--- config.mk ---
export PLATFORM = sky130hd
export DESIGN_NAME = cp0_compare_timer
export DESIGN_NICKNAME = d
export VERILOG_FILES = /design/src/rtl/cp0_compare_timer.sv
export SDC_FILE = /design/constraint.sdc
export NUM_CORES = 1
export LEC_CHECK = 0
export CELL_PAD_IN_SITES_DETAIL_PLACEMENT = 0
export CELL_PAD_IN_SITES_GLOBAL_PLACEMENT = 1
export CORE_MARGIN = 5
export CORE_UTILIZATION = 28
export CTS_CLUSTER_DIAMETER = 100
export CTS_CLUSTER_SIZE = 16
export DETAILED_ROUTE_END_ITERATION = 8
export GPL_TIMING_DRIVEN = 0
export HOLD_SLACK_MARGIN = 0.06
export PLACE_DENSITY_LB_ADDON = 0.1
export REMOVE_ABC_BUFFERS = 1
export SLEW_MARGIN = 10
export SYNTH_ARGS = -nofsm -noshare
export SYNTH_HDL_FRONTEND = slang
export SYNTH_SLANG_ARGS = --single-unit
--- constraint.sdc ---
create_clock -name clk -period 2.27 [get_ports clk]
set_input_delay 0.454 -clock clk [delete_from_list [all_inputs] [get_ports clk]]
set_output_delay 0.454 -clock clk [all_outputs]
set_load 0.02 [all_outputs]
--- src/rtl/cp0_compare_timer.sv ---
// CP0 Compare register and timer-interrupt sequencer (IDLE -> PENDING -> SERVICED).
// Optional lost-match counter enabled by defining CP0_TIMER_MISS_CNT_EN.
module cp0_compare_timer #(
  parameter logic [31:0] COMPARE_RST = 32'hFFFF_FFFF,
  parameter int unsigned IRQ_LINE    = 7
) (
  input  logic        clk,
  input  logic        reset,
  input  logic [31:0] count,
  input  logic        count_write,
  input  logic        compare_write,
  input  logic [31:0] compare_in,
  input  logic        status_ie,
  input  logic        status_exl,
  input  logic        status_im,
  input  logic        irq_ack,
  output logic [31:0] compare,
  output logic        ti,
  output logic        irq_req,
  output logic [2:0]  ip_idx,
  output logic [7:0]  miss_cnt
);

  typedef enum logic [1:0] {
    IDLE     = 2'd0,
    PENDING  = 2'd1,
    SERVICED = 2'd2
  } state_t;

  localparam logic [2:0] IP_IDX = 3'(IRQ_LINE);

  state_t      state_q, state_d;
  logic [31:0] compare_q, compare_d;
  logic        eq_q, eq_d;
  logic        eq;
  logic        match;

  // Edge-detected equality: a Count parked on Compare fires only once.
  always_comb begin
    eq    = (count == compare_q);
    match = eq & ~eq_q & ~count_write & ~compare_write;
  end

  // A Compare write re-arms with eq_q set, so a Compare equal to the
  // current Count waits for Count to leave and come back.
  always_comb begin
    compare_d = compare_q;
    eq_d      = eq;
    if (compare_write) begin
      compare_d = compare_in;
      eq_d      = 1'b1;
    end
  end

  always_ff @(posedge clk) begin
    if (reset) begin
      state_q   <= IDLE;
      compare_q <= COMPARE_RST;
      eq_q      <= 1'b1;
    end else begin
      state_q   <= state_d;
      compare_q <= compare_d;
      eq_q      <= eq_d;
    end
  end

  always_comb begin
    state_d = state_q;
    if (compare_write) begin
      state_d = IDLE;
    end else begin
      case (state_q)
        IDLE:     if (match) state_d = PENDING;
        PENDING:  if (irq_ack && irq_req) state_d = SERVICED;
        SERVICED: state_d = SERVICED;
        default:  state_d = IDLE;
      endcase
    end
  end

  always_comb begin
    ti      = (state_q != IDLE);
    irq_req = (state_q == PENDING) & status_ie & status_im & ~status_exl;
  end

  assign compare = compare_q;
  assign ip_idx  = IP_IDX;

`ifdef CP0_TIMER_MISS_CNT_EN
  logic [7:0] miss_cnt_q, miss_cnt_d;
  logic       lost_match;

  function automatic logic [7:0] sat_inc8(input logic [7:0] v);
    return (v == 8'hFF) ? v : v + 8'd1;
  endfunction

  always_comb begin
    lost_match = match & (state_q != IDLE);
    miss_cnt_d = miss_cnt_q;
    if (compare_write) begin
      miss_cnt_d = 8'h00;
    end else if (lost_match) begin
      miss_cnt_d = sat_inc8(miss_cnt_q);
    end
  end

  always_ff @(posedge clk) begin
    if (reset) begin
      miss_cnt_q <= 8'h00;
    end else begin
      miss_cnt_q <= miss_cnt_d;
    end
  end

  assign miss_cnt = miss_cnt_q;
`else
  assign miss_cnt = 8'h00;
`endif

endmodule

Word-level counts from Yosys, hierarchy flattened
Index checks and enable logic that the tools add are counted.
{ "word_totals": {"register_bits": 35, "latchBits": 0, "mem_bits_rw": 0, "romBits": 0, "in_bits": 72, "output_inout_bits": 45, "word_cells": 26, "memories": 0} }
{ "classes": {"addsub": 0, "mul": 0, "n_div": 0, "n_lt_le_gt_ge": 0, "eq_ne": 5, "shift": 0, "muxes": 3, "bitwise_logic": 10, "n_reduce_logical": 5} }
{ "ops": {"columns": ["operator", "count"], "rows": [
  ["$eq A32 B32 Y1", 1],
  ["$and A1 B1 Y1", 6],
  ["$pmux W2 S3", 1],
  ["$mux W2", 2],
  ["$ne A2 B2 Y1 const B", 2],
  ["$not A1 Y1", 4],
  ["$eq A2 B1 Y1 const B", 1],
  ["$eq A2 B2 Y1 const B", 1],
  ["$logic_not A2 Y1", 1],
  ["$reduce_and A2 Y1", 1],
  ["$reduce_bool A2 Y1", 1],
  ["$reduce_or A2 Y1", 1],
  ["$logic_and A1 B1 Y1", 1]
]} }

Depth between registers and ports, before layout
{ "logic_depth": {"word_depth": 7, "ltp_mapped": 6, "ltp_nobuf": 6} }

Least setup slack after synthesis
No wires, ideal clock.
{ "synth_timing": {"path_type": "input -> register", "from": "input port status_exl", "to": "register state_q[1]", "setup_time_ns": 0.122, "arrival_ns": 1.378, "t_required_ns": 2.148, "path_slack_ns": 0.770, "cell_stages": 5, "n_path_buf": 0, "cell_sequence": "nand4b_1 > a2111oi_2 > nor3_1 > a31oi_1 > nand3_1"} }
{ "synth_between": {"elab_chain_len": 5} }
{ "synth_lines": {"columns": ["item", "line_no", "text"], "rows": [
  ["from (decl)", "14", "input logic status_exl,"],
  ["$not A1 Y1", "83", "irq_req = (state_q == PENDING) & status_ie & status_im & ~status_exl;"],
  ["$and A1 B1 Y1", "83", null],
  ["$logic_and A1 B1 Y1", "74", "PENDING: if (irq_ack && irq_req) state_d = SERVICED;"],
  ["$ne A2 B2 Y1 (no source line)", null, null],
  ["$reduce_and A2 Y1 (no source line)", null, null],
  ["to (signal assigned)", "61", "state_q <= state_d;"],
  ["to (decl)", "32", "state_t state_q, state_d;"]
]} }
Every way passes these cells.
A chain may end at the register's enable or synchronous reset.

Worst setup path after layout
{ "layout_timing": {"from": "input port status_ie", "to": "output port irq_req"} }
{ "layout_between": {"elab_chain_len": 3} }
{ "layout_lines": {"columns": ["item", "line_no", "text"], "rows": [
  ["from (decl)", "13", "input logic status_ie,"],
  ["$and A1 B1 Y1 (3 in a row)", "83", null],
  ["to (decl)", "19", "output logic irq_req,"]
]} }
Every way passes these cells.

==> results.txt <==
Status -> complete, no violations
H-tree depth -> 2
CTS tree -> built
Worst path slowest cell -> clkdlybuf4s50_1
Gr ovfl total -> 0
Hold Vio Cnt, Final -> 0
Register Area -> 700.7 sq um
Vias/cell -> 4.436
Synth Register Bits -> 35
Largest net degree at the start of global routing -> 35
Crit Path Class -> in -> out
Post-layout nets -> 360
CP Cell Sequence -> clkdlybuf4s50_1, and4b_1, clkdlybuf4s50_1
Max IR drop VDD -> 295.9 uV
Filler cells -> 646
Initial antenna violation count -> 0
Worst-Margin Slew -> 689.9 ps
Initial Utilization -> 28.78%
GRT Overall Usage -> 11.83%
Worst EP arrival -> 1710 ps
Period utilization -> 95.20%
IO buf count -> 105
Synth cell types -> 24
Worst-path clk slew -> 70 ps
Antenna Cells -> 0
Number of setup buffers added after CTS -> 0
Fmax -> 462.7 MHz
Slew margin rel. -> 54.00%
Slew Limit Fails -> 0
Post-cts hold buffer count -> 0
Routed Antenna Nets -> 0
CP Capture Type -> primary output
DR WL/cell -> 13.70 microns
Pleak -> 1.141 nW
Core Rows -> 29
GP Congestion -> 0.6863
Area leader, netlist -> dfxtp_1
Post-route DRC violation count -> 0
Area of the multi-input gates -> 1030 sq um
# resized after CTS -> 0
First-pass GRT wire length -> 7.962 mm
Post-synthesis sequential area ratio -> 38.12%
Warnings from Yosys -> 0
First-pass DRT Iterations -> 4
Most frequent CP cell -> clkdlybuf4s50_1
Width of the die -> 91.02 microns
Clk root buf -> clkbuf_8
Layout cells sized above 1 -> 4.561%
CTS Buffer Depth -> 2
Cells after Synth -> 186
Placed cell area -> 2899 sq um
Post-route cell area -> 2972 sq um
Ports -> 117
Core area -> 6386 sq um
Min Clock Period, post-route -> 2161 ps
CP required -> 1820 ps
Synthesized area -> 1838 sq um
Iteration-0 DRC Markers -> 28
Share of the synthesized area in the top cell type -> 38.12%
RSZ-0062 raised after global routing -> false
Sink Count -> 35
PnR worst setup slack -> 108.9 ps
WL final -> 4.959 mm
Max_cap viols -> 0
Vias -> 1606
Post-DP HPWL -> 3.847 mm
Area Growth Syn to Fin -> 61.67%
Chip height -> 91.02 microns
Synth area leaders -> dfxtp_1 38%, a211o_1 15%, xnor2_1 15%
Critical Path Max Stage Delay -> 600 ps
Vias in the first global route -> 1608
Setup violations, final -> 0
CTS buffer count -> 5
Worst Skew -> 4.503 ps
PD cells -> 516.4 nW/um^2
DIE AREA -> 8285 sq um
Worst-skew pair later-pin latency -> 280 ps
Crit path max fanout -> 2
Worst setup SP type -> input pin
Worst min path class -> reg -> reg
Pre-CTS WS -> 109.8 ps
Syn_area_per_cell -> 9.882 sq um
[cell type report]
class / count / area share (%)
clock buffers: 6 / 2.442
inverters: 3 / 0.3789
flip-flops and latches: 35 / 23.58
well taps: 77 / 3.242
repair buffers: 106 / 35.71
multi-input cells: 135 / 34.65
[sequential cells by signal, summed over array words and instances, names as in the netlist]
| register | flops |
|---|---|
| compare | 32 |
| eq_q | 1 |
| state_q | 2 |
[final timing paths]
kind	start	end	slack, ps	depth (start not counted)
min reg2reg	state_q[1]	state_q[1]	590	3
max	status_ie	irq_req	110	3
max reg2reg	compare[21]	state_q[0]	730	5
min	state_q[1]	state_q[1]	590	3
[layer usage]
metal / wire length [microns] / up-vias / GRT usage, %
met5: 0 / - / 0
met4: 45 / 0 / 3.667
met3: 454 / 5 / 4.876
met2: 2505 / 58 / 20.55
met1: 1953 / 714 / 13.13
li1: - / 829 / -
[cells in the final DEF (no fill, tap or decap)]
cell type        synthesis  layout
nand2_1                  3       3
nor4_2                   1       1
a21oi_1                  1       1
buf_12                   0       1
nor3_1                   1       1
ha_1                     2       2
and4b_1                  1       1
nand3_1                  2       2
and3_1                   1       1
a2111oi_2                1       1
buf_2                    5       2
a211o_2                  1       1
clkbuf_1                 6       1
nor2b_1                 32      32
dfxtp_1                 35      35
conb_1                   2      11
nor2_1                   1       1
nand4_1                  8       8
clkdlybuf4s50_1          0     103
clkbuf_8                 0       5
nand4b_1                 1       1
a31oi_1                  2       2
nor4_4                   2       2
a211o_1                 32      32
inv_1                    3       3
xnor2_1                 32      32
[power breakdown]
part           switching (W)  internal (W)
Combinational       0.000176      0.000262
Sequential         0.0000345      0.000656
Clock               0.000202      0.000204
Total               0.000412       0.00112
[cell usage after synthesis (all sizes together)]
library cell   n
nand4          8
buf           16
inv            3
and3           1
conb           2
a211o         33
nand2          3
xnor2         32
clkbuf         6
ha             2
nor3           1
a2111oi        1
a21oi          1
nor2b         32
nand4b         1
nor2           1
a31oi          2
and4b          1
nor4           3
dfxtp         35
nand3          2
[per-stage QoR]
stage	cells	total power (W)	hold WS (ps)	TNS (ps)	utilization (%)
after floorplan	173	0.0008914	525.0	0	-
after global placement	355	0.001147	570.4	-27910	45.24
after detailed placement	356	0.001147	574.1	0	45.40
after CTS	362	0.001567	584.5	0	46.53
after global routing	362	0.001625	639.4	0	46.53
final	362	0.001535	585.5	0	46.53
[cell families after synthesis]
logic type                 after synthesis  share of synthesized area, %
other                                    2                        0.4086
AOI/OAI and AO/OA                       37                         17.56
buffers and inverters                   25                         7.692
DFF                                     35                         38.12
xor gates and xnor gates                32                         15.25
and+or+nand+nor                         53                         19.60
adders and majority gates                2                         1.361
[worst max-delay path: cells and delay by family]
family                 cells  cell delay [ps]
buffers and inverters      2             1070
AND/OR/NAND/NOR            1              180
Power figures use the tool's default switching activity.
